==> src/rtl/writeback_trace_buffer.sv <==
// Retirement trace buffer: stamps qualifying write-back register writes with a sequence number
// and queues them in a FWFT FIFO. Optional shadow register file under `TRACE_SHADOW_RF_EN.
module writeback_trace_buffer #(
    parameter int unsigned DEPTH = 8,
    parameter int unsigned CNT_W = 16
) (
    input  logic                     clk,
    input  logic                     reset,
    input  logic                     wb_we,
    input  logic [4:0]               wb_rd,
    input  logic [31:0]              wb_data,
    input  logic                     clear,
    output logic                     trace_valid,
    input  logic                     trace_ready,
    output logic [4:0]               trace_rd,
    output logic [31:0]              trace_data,
    output logic [CNT_W-1:0]         trace_seq,
    output logic [$clog2(DEPTH):0]   level,
    output logic                     full,
    output logic                     overflow,
`ifdef TRACE_SHADOW_RF_EN
    input  logic [4:0]               shadow_addr,
    output logic [31:0]              shadow_data,
`endif
    output logic [CNT_W-1:0]         drop_count
);

    localparam int unsigned AW = $clog2(DEPTH);
    localparam int unsigned LW = AW + 1;

    logic [4:0]       mem_rd_q   [DEPTH];
    logic [31:0]      mem_data_q [DEPTH];
    logic [CNT_W-1:0] mem_seq_q  [DEPTH];

    logic [AW-1:0]    wr_ptr_q, wr_ptr_d;
    logic [AW-1:0]    rd_ptr_q, rd_ptr_d;
    logic [LW-1:0]    level_q, level_d;
    logic [CNT_W-1:0] seq_q, seq_d;
    logic [CNT_W-1:0] drop_q, drop_d;
    logic             ovf_q, ovf_d;

    logic qual, pop, push, drop;

    assign qual = wb_we && (wb_rd != '0);
    assign full = (level_q == LW'(DEPTH));
    assign pop  = trace_valid && trace_ready;
    assign push = qual && (!full || pop);
    assign drop = qual && full && !pop;

    assign trace_valid = (level_q != '0);
    assign trace_rd    = mem_rd_q[rd_ptr_q];
    assign trace_data  = mem_data_q[rd_ptr_q];
    assign trace_seq   = mem_seq_q[rd_ptr_q];
    assign level       = level_q;
    assign overflow    = ovf_q;
    assign drop_count  = drop_q;

    always_comb begin
        wr_ptr_d = wr_ptr_q;
        rd_ptr_d = rd_ptr_q;
        level_d  = level_q;
        seq_d    = seq_q;
        drop_d   = drop_q;
        ovf_d    = ovf_q;
        if (clear) begin
            wr_ptr_d = '0;
            rd_ptr_d = '0;
            level_d  = '0;
            seq_d    = '0;
            drop_d   = '0;
            ovf_d    = 1'b0;
        end else begin
            if (push) wr_ptr_d = wr_ptr_q + AW'(1);
            if (pop)  rd_ptr_d = rd_ptr_q + AW'(1);
            if (push && !pop)      level_d = level_q + LW'(1);
            else if (pop && !push) level_d = level_q - LW'(1);
            // Every qualifying write consumes a sequence number, stored or dropped.
            if (qual) seq_d = seq_q + CNT_W'(1);
            if (drop) begin
                ovf_d = 1'b1;
                if (drop_q != '1) drop_d = drop_q + CNT_W'(1);
            end
        end
    end

    always_ff @(posedge clk or negedge reset) begin
        if (!reset) begin
            wr_ptr_q <= '0;
            rd_ptr_q <= '0;
            level_q  <= '0;
            seq_q    <= '0;
            drop_q   <= '0;
            ovf_q    <= 1'b0;
        end else begin
            wr_ptr_q <= wr_ptr_d;
            rd_ptr_q <= rd_ptr_d;
            level_q  <= level_d;
            seq_q    <= seq_d;
            drop_q   <= drop_d;
            ovf_q    <= ovf_d;
        end
    end

    always_ff @(posedge clk or negedge reset) begin
        if (!reset) begin
            for (int unsigned i = 0; i < DEPTH; i++) begin
                mem_rd_q[i]   <= '0;
                mem_data_q[i] <= '0;
                mem_seq_q[i]  <= '0;
            end
        end else if (push && !clear) begin
            mem_rd_q[wr_ptr_q]   <= wb_rd;
            mem_data_q[wr_ptr_q] <= wb_data;
            mem_seq_q[wr_ptr_q]  <= seq_q;
        end
    end

`ifdef TRACE_SHADOW_RF_EN
    logic [31:0] shadow_q [32];

    // Tracks architectural state, so it updates on dropped writes and ignores clear.
    always_ff @(posedge clk or negedge reset) begin
        if (!reset) begin
            for (int unsigned i = 0; i < 32; i++) shadow_q[i] <= '0;
        end else if (qual) begin
            shadow_q[wb_rd] <= wb_data;
        end
    end

    assign shadow_data = (shadow_addr == '0) ? '0 : shadow_q[shadow_addr];
`endif

endmodule

==> config.mk <==
export PLATFORM = sky130hd
export DESIGN_NAME = writeback_trace_buffer
export DESIGN_NICKNAME = d
export VERILOG_FILES = /design/src/rtl/writeback_trace_buffer.sv
export SDC_FILE = /design/constraint.sdc
export NUM_CORES = 1
export LEC_CHECK = 0
export CORE_UTILIZATION = 30
export CTS_BUF_LIST = sky130_fd_sc_hd__clkbuf_2 sky130_fd_sc_hd__clkbuf_4 sky130_fd_sc_hd__clkbuf_8
export DETAILED_ROUTE_END_ITERATION = 7
export PLACE_DENSITY_LB_ADDON = 0.05
export SYNTH_ARGS = -nofsm -noshare
export SYNTH_HDL_FRONTEND = slang
export SYNTH_SLANG_ARGS = --single-unit
==> constraint.sdc <==
create_clock -name clk -period 7.5 [get_ports clk]
set_input_delay 1.5 -clock clk [delete_from_list [all_inputs] [get_ports clk]]
set_output_delay 1.5 -clock clk [all_outputs]
set_load 0.005 [all_outputs]
==> results of run 1 <==
## sequential cells by signal, indices dropped and copies added, names as in the netlist, 3 cells and up
| name | count |
|---|---|
| wr_ptr_q | 3 |
| mem_data_q | 256 |
| drop_count | 16 |
| mem_seq_q | 128 |
| seq_q | 16 |
| mem_rd_q | 40 |
| rd_ptr_q | 3 |
| level | 4 |
## layer usage
layer | vias to the layer above | global-route usage (%)
met5 | - | 0
met4 | 2 | 4.722
met3 | 88 | 3.273
met2 | 184 | 24.68
met1 | 6336 | 20.92
li1 | 5291 | -
## report_power, final
part	total, mW	switching (mW)	internal [mW]
Sequential	3.24	0.297	2.94
Combinational	1.86	0.677	1.19
Clock	2.55	1.10	1.45
Total	7.65	2.07	5.58
## Yosys cell counts, types with 5 or more instances
| cell | instances |
|---|---|
| mux2_2 | 475 |
| dfrtp_1 | 467 |
| mux4_2 | 106 |
| clkbuf_1 | 45 |
| buf_2 | 44 |
| nor2_1 | 42 |
| xnor2_1 | 21 |
| nand2_1 | 19 |
| inv_1 | 12 |
| a21oi_1 | 11 |
| nand3_1 | 11 |
| o21ai_0 | 11 |
| buf_1 | 9 |
| nor3_1 | 7 |
| xor2_1 | 7 |
| ha_1 | 6 |
| nor4_1 | 6 |
| or3_1 | 6 |
| or4_1 | 6 |
| nand4_1 | 5 |
## path summary, 6_finish.rpt
| check | start | endpoint | slack [ps] | depth (start not counted) |
|---|---|---|---|---|
| worst max register to register | level[0] | mem_data_q[142] | 4330 | 6 |
| worst min register to register | mem_seq_q[10] | mem_seq_q[10] | 480 | 2 |
| max in group asynchronous | reset | mem_data_q[19] | 4980 | 2 |
| worst min-delay path | mem_seq_q[10] | mem_seq_q[10] | 480 | 2 |
| worst max-delay path | rd_ptr_q[0] | trace_seq[14] | 2240 | 4 |
| min in group asynchronous | reset | mem_data_q[229] | 890 | 1 |
## through the flow
step           cell area, sq um  worst slack (ps)
6_report                  25130              2238
3_3_place_gp              23310              2288
3_5_place_dp              23310              2278
5_1_grt                   25130              1919
2_1_floorplan             21110              3627
4_1_cts                   25130              2030
## critical path, delay by kind of cell (launching register included)
kind | cells | cell delay, ps
DFF | 1 | 1040
muxes | 2 | 920
buffers and inverters | 2 | 1100
## layout make-up
class | count | area (sq um)
well taps | 931 | 1165
diodes | 1 | 2.502
clock inverters | 12 | 85.08
multi-input cells | 773 | 9000
inverters | 13 | 50.05
fillers | 6646 | 43940
flip-flops and latches | 467 | 11700
repair buffers | 141 | 1401
clock buffers | 142 | 1729
## cells by family (layout without fill, tap and decap cells)
kind of cell,after synthesis,count (layout),synth area share [%]
XOR/XNOR,28,28,1.162
buffers and inverters,112,308,2.264
AND/OR/NAND/NOR,123,123,2.976
AO/OA/AOI/OAI,30,30,0.9425
other,0,1,0
flip-flops,467,467,55.36
multiplexers,585,585,36.84
adder cells (fa/ha/maj),7,7,0.4505
==> flow_summary.ini, run 1 <==
[synth]
yosys.area.top_type_share_pct = 55.36
synth_flop_cell = dfrtp_1
ys_seq_elements = 467
synth-edff-count = 0
ys_seq_area_share_pct = 55.36
synthTopCellsByArea = dfrtp_1 55%, mux2_2 25%, mux4_2 11%
synthCells = 1352
synth-warning-count = 0
synth_area_sq_mm = 0.02111
syn_area_per_cell_sq_um = 15.61
ys_types = 42
yosysTopAreaCell = dfrtp_1
synthArstFlopShare_pct = 100.0
syn_nets = 1401

[route]
detail-route-antenna-nets = 0
post_drt_wl_per_cell_um = 21.40
drt_iter0_drc = 570
drt_wl_total_um = 53070
top_layer = met5
wl_met3_um = 1805
wl_met1_um = 24890
post-route-drc-count = 0
first_pass_iters = 4
wl_met2_um = 25160
vias = 11900
via_per_inst = 4.799

[floorplan]
initial_utilization_pct = 30.56
coreArea_sq_mm = 0.06907
dieArea_sq_mm = 0.07142
fp-row-count = 96
pin_count = 118
die_h_um = 267.3
die_width_um = 267.3

[timing]
fin_worst_skew_ps = 28.27
hold_viol = 0
whs_ps = 483.7
slew_headroom_pct = 26.30
setup_viol_count_final = 0
period_share_pct = 70.16
setup_tns_ps = 0
rsz0062_at_grt = no
min_period_ps = 5262
drv_slew = 0
tightest_slew_ps = 1103
fmax_ghz = 0.1900

[placed_design]
dp_cells = 2325
dp_hpwl_um = 29410
gp_congestion = 0.6851
port-buffer-count = 117

[setup_path]
worstPathArrival_ps = 3760
crit_fanout = 39
endpoint_kind = output pin
worst_setup_path_start_kind = flop
required_ps = 6000
timing.critical_path.slowest_cell_delay_ps = 1040
crit_slowest_cell = dfrtp_4
crit_chain = buf_4 > mux4_2 > mux2_2 > clkdlybuf4s50_1
critical_path_class = flop to output pin

[clock_tree]
cts_max_path_buffers = 3
clk_pin_slew_ps = 60
postCtsSetupBuffers = 0
cts_max_level = 3
clk_latency_ps = 660
cts_buffers = 88
cts.sinks = 467
root_buffer = clkbuf_8
holdBufCountCts = 0
cts-resized-gates = 0
cts_tree = done

[global_routing]
overflow = 0
track_usage_pct = 15.44
grt_pass1_wl_um = 83250
antenna_found_initial = 2
grt_pass1_vias = 13300
grt_max_degree = 134

[hold_path]
hp-class = flop to flop

[layout]
syn_to_final_growth_pct = 19.06
mostFrequentLayoutCells = 475 x mux2_2, 464 x dfrtp_1, 115 x clkdlybuf4s50_1, 106 x mux4_2, 106 x clkbuf_8
fin_nets = 1533
final_cells = 2480
final_util_pct = 36.39
final_common_cell = mux2_2
drive_gt1_share_pct = 50.19

[job]
drv_cap = 0

[pwr]
p_leak_nw = 11.22
p_total_mw = 7.648
ir_drop_uv = 128.1
p_per_area_mw_per_mm2 = 304.3

[status]
outcome = complete, no violations
No activity file was read; power rests on OpenSTA's default activity.
==> inputs of run 2 (changes only) <==
- clock period: 7.5 -> 5.5 ns (I/O delays scaled with it)
==> flow_summary.ini, run 2 (synthesis results as in run 1) <==
[timing]
fin_worst_skew_ps = 50.26
hold_viol = 0
setup_ws_ps = 1088
fmax_ghz = 0.2266
setup_viol_count_final = 0
slew_headroom_pct = 26.29
min_period_ps = 4412
rsz0062_at_grt = no
drv_slew = 0
tightest_slew_ps = 1106
whs_ps = 479.3
period_share_pct = 80.22
setup_tns_ps = 0

[clock_tree]
cts_tree = done
cts_max_level = 3
clk_pin_slew_ps = 60
root_buffer = clkbuf_8
cts-resized-gates = 0
postCtsSetupBuffers = 0
clk_latency_ps = 680
cts.sinks = 467
cts_max_path_buffers = 3
holdBufCountCts = 0
cts_buffers = 88

[pwr]
ir_drop_uv = 172.0
p_leak_nw = 11.33
p_per_area_mw_per_mm2 = 417.7
p_total_mw = 10.60

[layout]
syn_to_final_growth_pct = 20.20
final_common_cell = mux2_2
fillerInstances = 6578
final_cell_area_sq_mm = 0.02537
largest_reg_flops = 256
mostFrequentLayoutCells = 475 x mux2_2, 464 x dfrtp_1, 115 x clkdlybuf4s50_1, 110 x clkbuf_8, 106 x mux4_2
final_util_pct = 36.74
final_cells = 2488
top_register = mem_data_q
fin_nets = 1537
drive_gt1_share_pct = 50.45
top_regs = mem_data_q (256), mem_seq_q (128), mem_rd_q (40)

[route]
vias = 11960
drt_iter0_drc = 561
drt_wl_total_um = 53140
post-route-drc-count = 0
post_drt_wl_per_cell_um = 21.36
detail-route-antenna-nets = 0
first_pass_iters = 6
via_per_inst = 4.805

[floorplan]
die_h_um = 267.3
die_width_um = 267.3
pin_count = 118
initial_utilization_pct = 30.56
dieArea_sq_mm = 0.07142
fp-row-count = 96
coreArea_sq_mm = 0.06907

[setup_path]
crit_fanout = 21
worstPathArrival_ps = 3310
critical_path_class = flop to output pin
worst_setup_path_start_kind = flop
endpoint_kind = output pin
required_ps = 4400

[status]
outcome = complete, no violations

[placed_design]
gp_congestion = 0.6863
dp_cells = 2329
dp_worst_setup_slack_ps = 903.6
post_dp_cell_area_sq_mm = 0.02347
dp_hpwl_um = 29860
port-buffer-count = 117

[hold_path]
hp-class = flop to flop

[global_routing]
antenna_found_initial = 6
track_usage_pct = 15.39
grt_max_degree = 114
grt_pass1_wl_um = 83200
grt_pass1_vias = 13210
overflow = 0

[job]
drv_cap = 0
-- run 2: cell count changes in the layout (fill, tap and decap cells not counted), sizes merged --
| cell | previous run | this run |
|---|---|---|
| buf | 26 | 30 |
| clkbuf | 142 | 144 |
| bufinv | 0 | 1 |
| clkinv | 8 | 7 |
| clkinvlp | 4 | 2 |
| inv | 13 | 17 |
-- run 2: worst paths after layout --
| kind | from | end | slack [ps] | depth (start not counted) |
|---|---|---|---|---|
| worst min-delay path | mem_seq_q[7] | mem_seq_q[7] | 480 | 2 |
| worst min register to register | mem_seq_q[7] | mem_seq_q[7] | 480 | 2 |
| worst max-delay path | rd_ptr_q[0] | trace_seq[11] | 1090 | 4 |
| min in group asynchronous | reset | mem_data_q[165] | 530 | 1 |
| max in group asynchronous | reset | mem_data_q[172] | 3780 | 2 |
| worst max register to register | level[0] | mem_data_q[235] | 2550 | 6 |
-- run 2: cell type report --
class	count	area (sq um)	area share, %
sequential	467	11700	46.10
multi-input combinational	773	9000	35.47
clock buffer	144	1769	6.973
timing repair buffer	145	1556	6.135
tap	931	1165	4.591
clock inverter	14	131.4	0.5178
inverter	13	50.05	0.1973
antenna	1	2.502	0.009863
-- run 2: layer usage --
layer / routed length, um / GRT usage (%) / vias up
met2: 24650 / 23.91 / 197
met1: 24980 / 21.39 / 6362
li1: - / - / 5291
met4: 1166 / 4.349 / 6
met3: 2302 / 3.549 / 100
met5: 38 / 0 / -
-- run 2: power by group --
part	switching, mW	leakage, nW	internal, mW
Clock	1.54	1.01	2.09
Combinational	0.967	4.04	1.63
Sequential	0.368	6.28	4.01
Total	2.87	11.3	7.73
-- run 2: critical path, cell delays in order, from the launching register on --
cell and delay (ps):
dfrtp_4 770, buf_4 510, mux4_2 570, mux2_2 310
clkdlybuf4s50_1 460
==> inputs of run 3 (changes only) <==
- clock period: 5.5 -> 4.5 ns (I/O delays scaled with it)
==> flow_summary.ini, run 3 (synthesis results as in run 1) <==
[pwr]
ir_drop_uv = 191.1
p_per_area_mw_per_mm2 = 509.7
p_leak_nw = 11.46

[floorplan]
coreArea_sq_mm = 0.06907
die_width_um = 267.3
die_h_um = 267.3
pin_count = 118
fp-row-count = 96
initial_utilization_pct = 30.56
dieArea_sq_mm = 0.07142

[layout]
mostFrequentLayoutCells = 475 x mux2_2, 464 x dfrtp_1, 115 x clkbuf_8, 115 x clkdlybuf4s50_1, 106 x mux4_2
drive_gt1_share_pct = 50.99
top_regs = mem_data_q (256), mem_seq_q (128), mem_rd_q (40)
final_common_cell = mux2_2
top_register = mem_data_q
seqCellArea_sq_mm = 0.01170
syn_to_final_growth_pct = 21.27
multi_input_comb_area_sq_mm = 0.009000
fillerInstances = 6489
final_util_pct = 37.06
fin_nets = 1556
largest_reg_flops = 256

[global_routing]
antenna_found_initial = 3
grt_max_degree = 102
busiest_layer = met2
met2_usage_pct = 25.15
track_usage_pct = 15.82
gr-usage-met3_pct = 3.531
grt_pass1_vias = 13190
grt_pass1_wl_um = 84730
use_met1_pct = 21.41
overflow = 0

[setup_path]
required_ps = 3600
reg2reg_from = level[0]
crit_slowest_cell = dfrtp_4
critical_path_class = flop to output pin
startpoint = rd_ptr_q[0]
timing.critical_path.slowest_cell_delay_ps = 660
worst_setup_path_start_kind = flop
endpoint_kind = output pin
crit_chain = buf_12 > mux4_2 > mux2_2 > clkdlybuf4s50_1
crit_fanout = 38
worstPathArrival_ps = 3080

[timing]
min_period_ps = 3984
hold_viol = 0
slew_headroom_pct = 39.30
fin_worst_skew_ps = 29.60
drv_slew = 0
setup_viol_count_final = 0
setup_tns_ps = 0
rsz0062_at_grt = no
fmax_ghz = 0.2510
period_share_pct = 88.54
tightest_slew_ps = 910.4
whs_ps = 249.0

[clock_tree]
cts_max_level = 3
postCtsSetupBuffers = 0
clk_pin_slew_ps = 50
cts_tree = done
cts_max_path_buffers = 3
clk_latency_ps = 660
root_buffer = clkbuf_8
cts_buffers = 89
cts-resized-gates = 0
holdBufCountCts = 0
cts.sinks = 467

[placed_design]
gp_congestion = 0.6944
port-buffer-count = 117
dp_hpwl_um = 30830

[route]
first_pass_iters = 4
detail-route-antenna-nets = 0
post-route-drc-count = 0
via_per_inst = 4.812
drt_wl_total_um = 54260
vias = 12050
drt_iter0_drc = 434
post_drt_wl_per_cell_um = 21.66

[job]
drv_cap = 0

[status]
outcome = complete, no violations

[hold_path]
hp-class = input pin to async pin
-- run 3: layer usage --
metal | share of wire (%) | vias to the layer above
met4 | 2.7 | 2
li1 | - | 5329
met1 | 46 | 6438
met2 | 47 | 185
met5 | 0.017 | -
met3 | 4.1 | 99
-- run 3: final timing paths --
kind / slack [ps] / to / cells past startpoint
max in group asynchronous: 3110 / mem_data_q[213] / 2
worst min register to register: 480 / mem_seq_q[7] / 2
worst min-delay path: 250 / mem_data_q[102] / 1
min in group clk: 480 / mem_seq_q[7] / 2
worst max-delay path: 520 / trace_rd[4] / 4
worst max register to register: 1660 / drop_count[15] / 6
-- run 3: per-stage QoR --
| stage | cells | total power, mW | setup slack [ps] | area [sq um] |
|---|---|---|---|---|
| 4_1_cts | 2504 | 13.37 | 383.4 | 25600 |
| 6_report | 2505 | 13.05 | 515.5 | 25600 |
| 2_1_floorplan | 1352 | 7.280 | 1227 | 21110 |
| 3_5_place_dp | 2347 | 8.754 | 450.0 | 23680 |
| 5_1_grt | 2505 | 13.81 | 317.0 | 25600 |
| 3_3_place_gp | 2347 | 8.720 | 520.5 | 23680 |
-- run 3: power by group --
part | internal (mW) | leakage (nW) | switching, mW | total (mW)
combinational | 2.04 | 4.16 | 1.22 | 3.25
clock | 2.63 | 1.02 | 1.83 | 4.46
sequential | 4.90 | 6.28 | 0.432 | 5.33
-- run 3: cell type report --
cell class,instances,share of cell area [%]
flip-flops and latches,467,45.70
multi-input cells,773,35.16
clock buffers,152,7.268
repair buffers,163,6.902
well taps,931,4.551
clock inverters,5,0.2200
inverters,13,0.1955
diodes,1,0.009776
-- run 3: critical path: cells and delay by family, from the launching register on --
| kind | cells | cell delay (ps) |
|---|---|---|
| flip-flops | 1 | 660 |
| multiplexers | 2 | 890 |
| buffers and inverters | 2 | 850 |
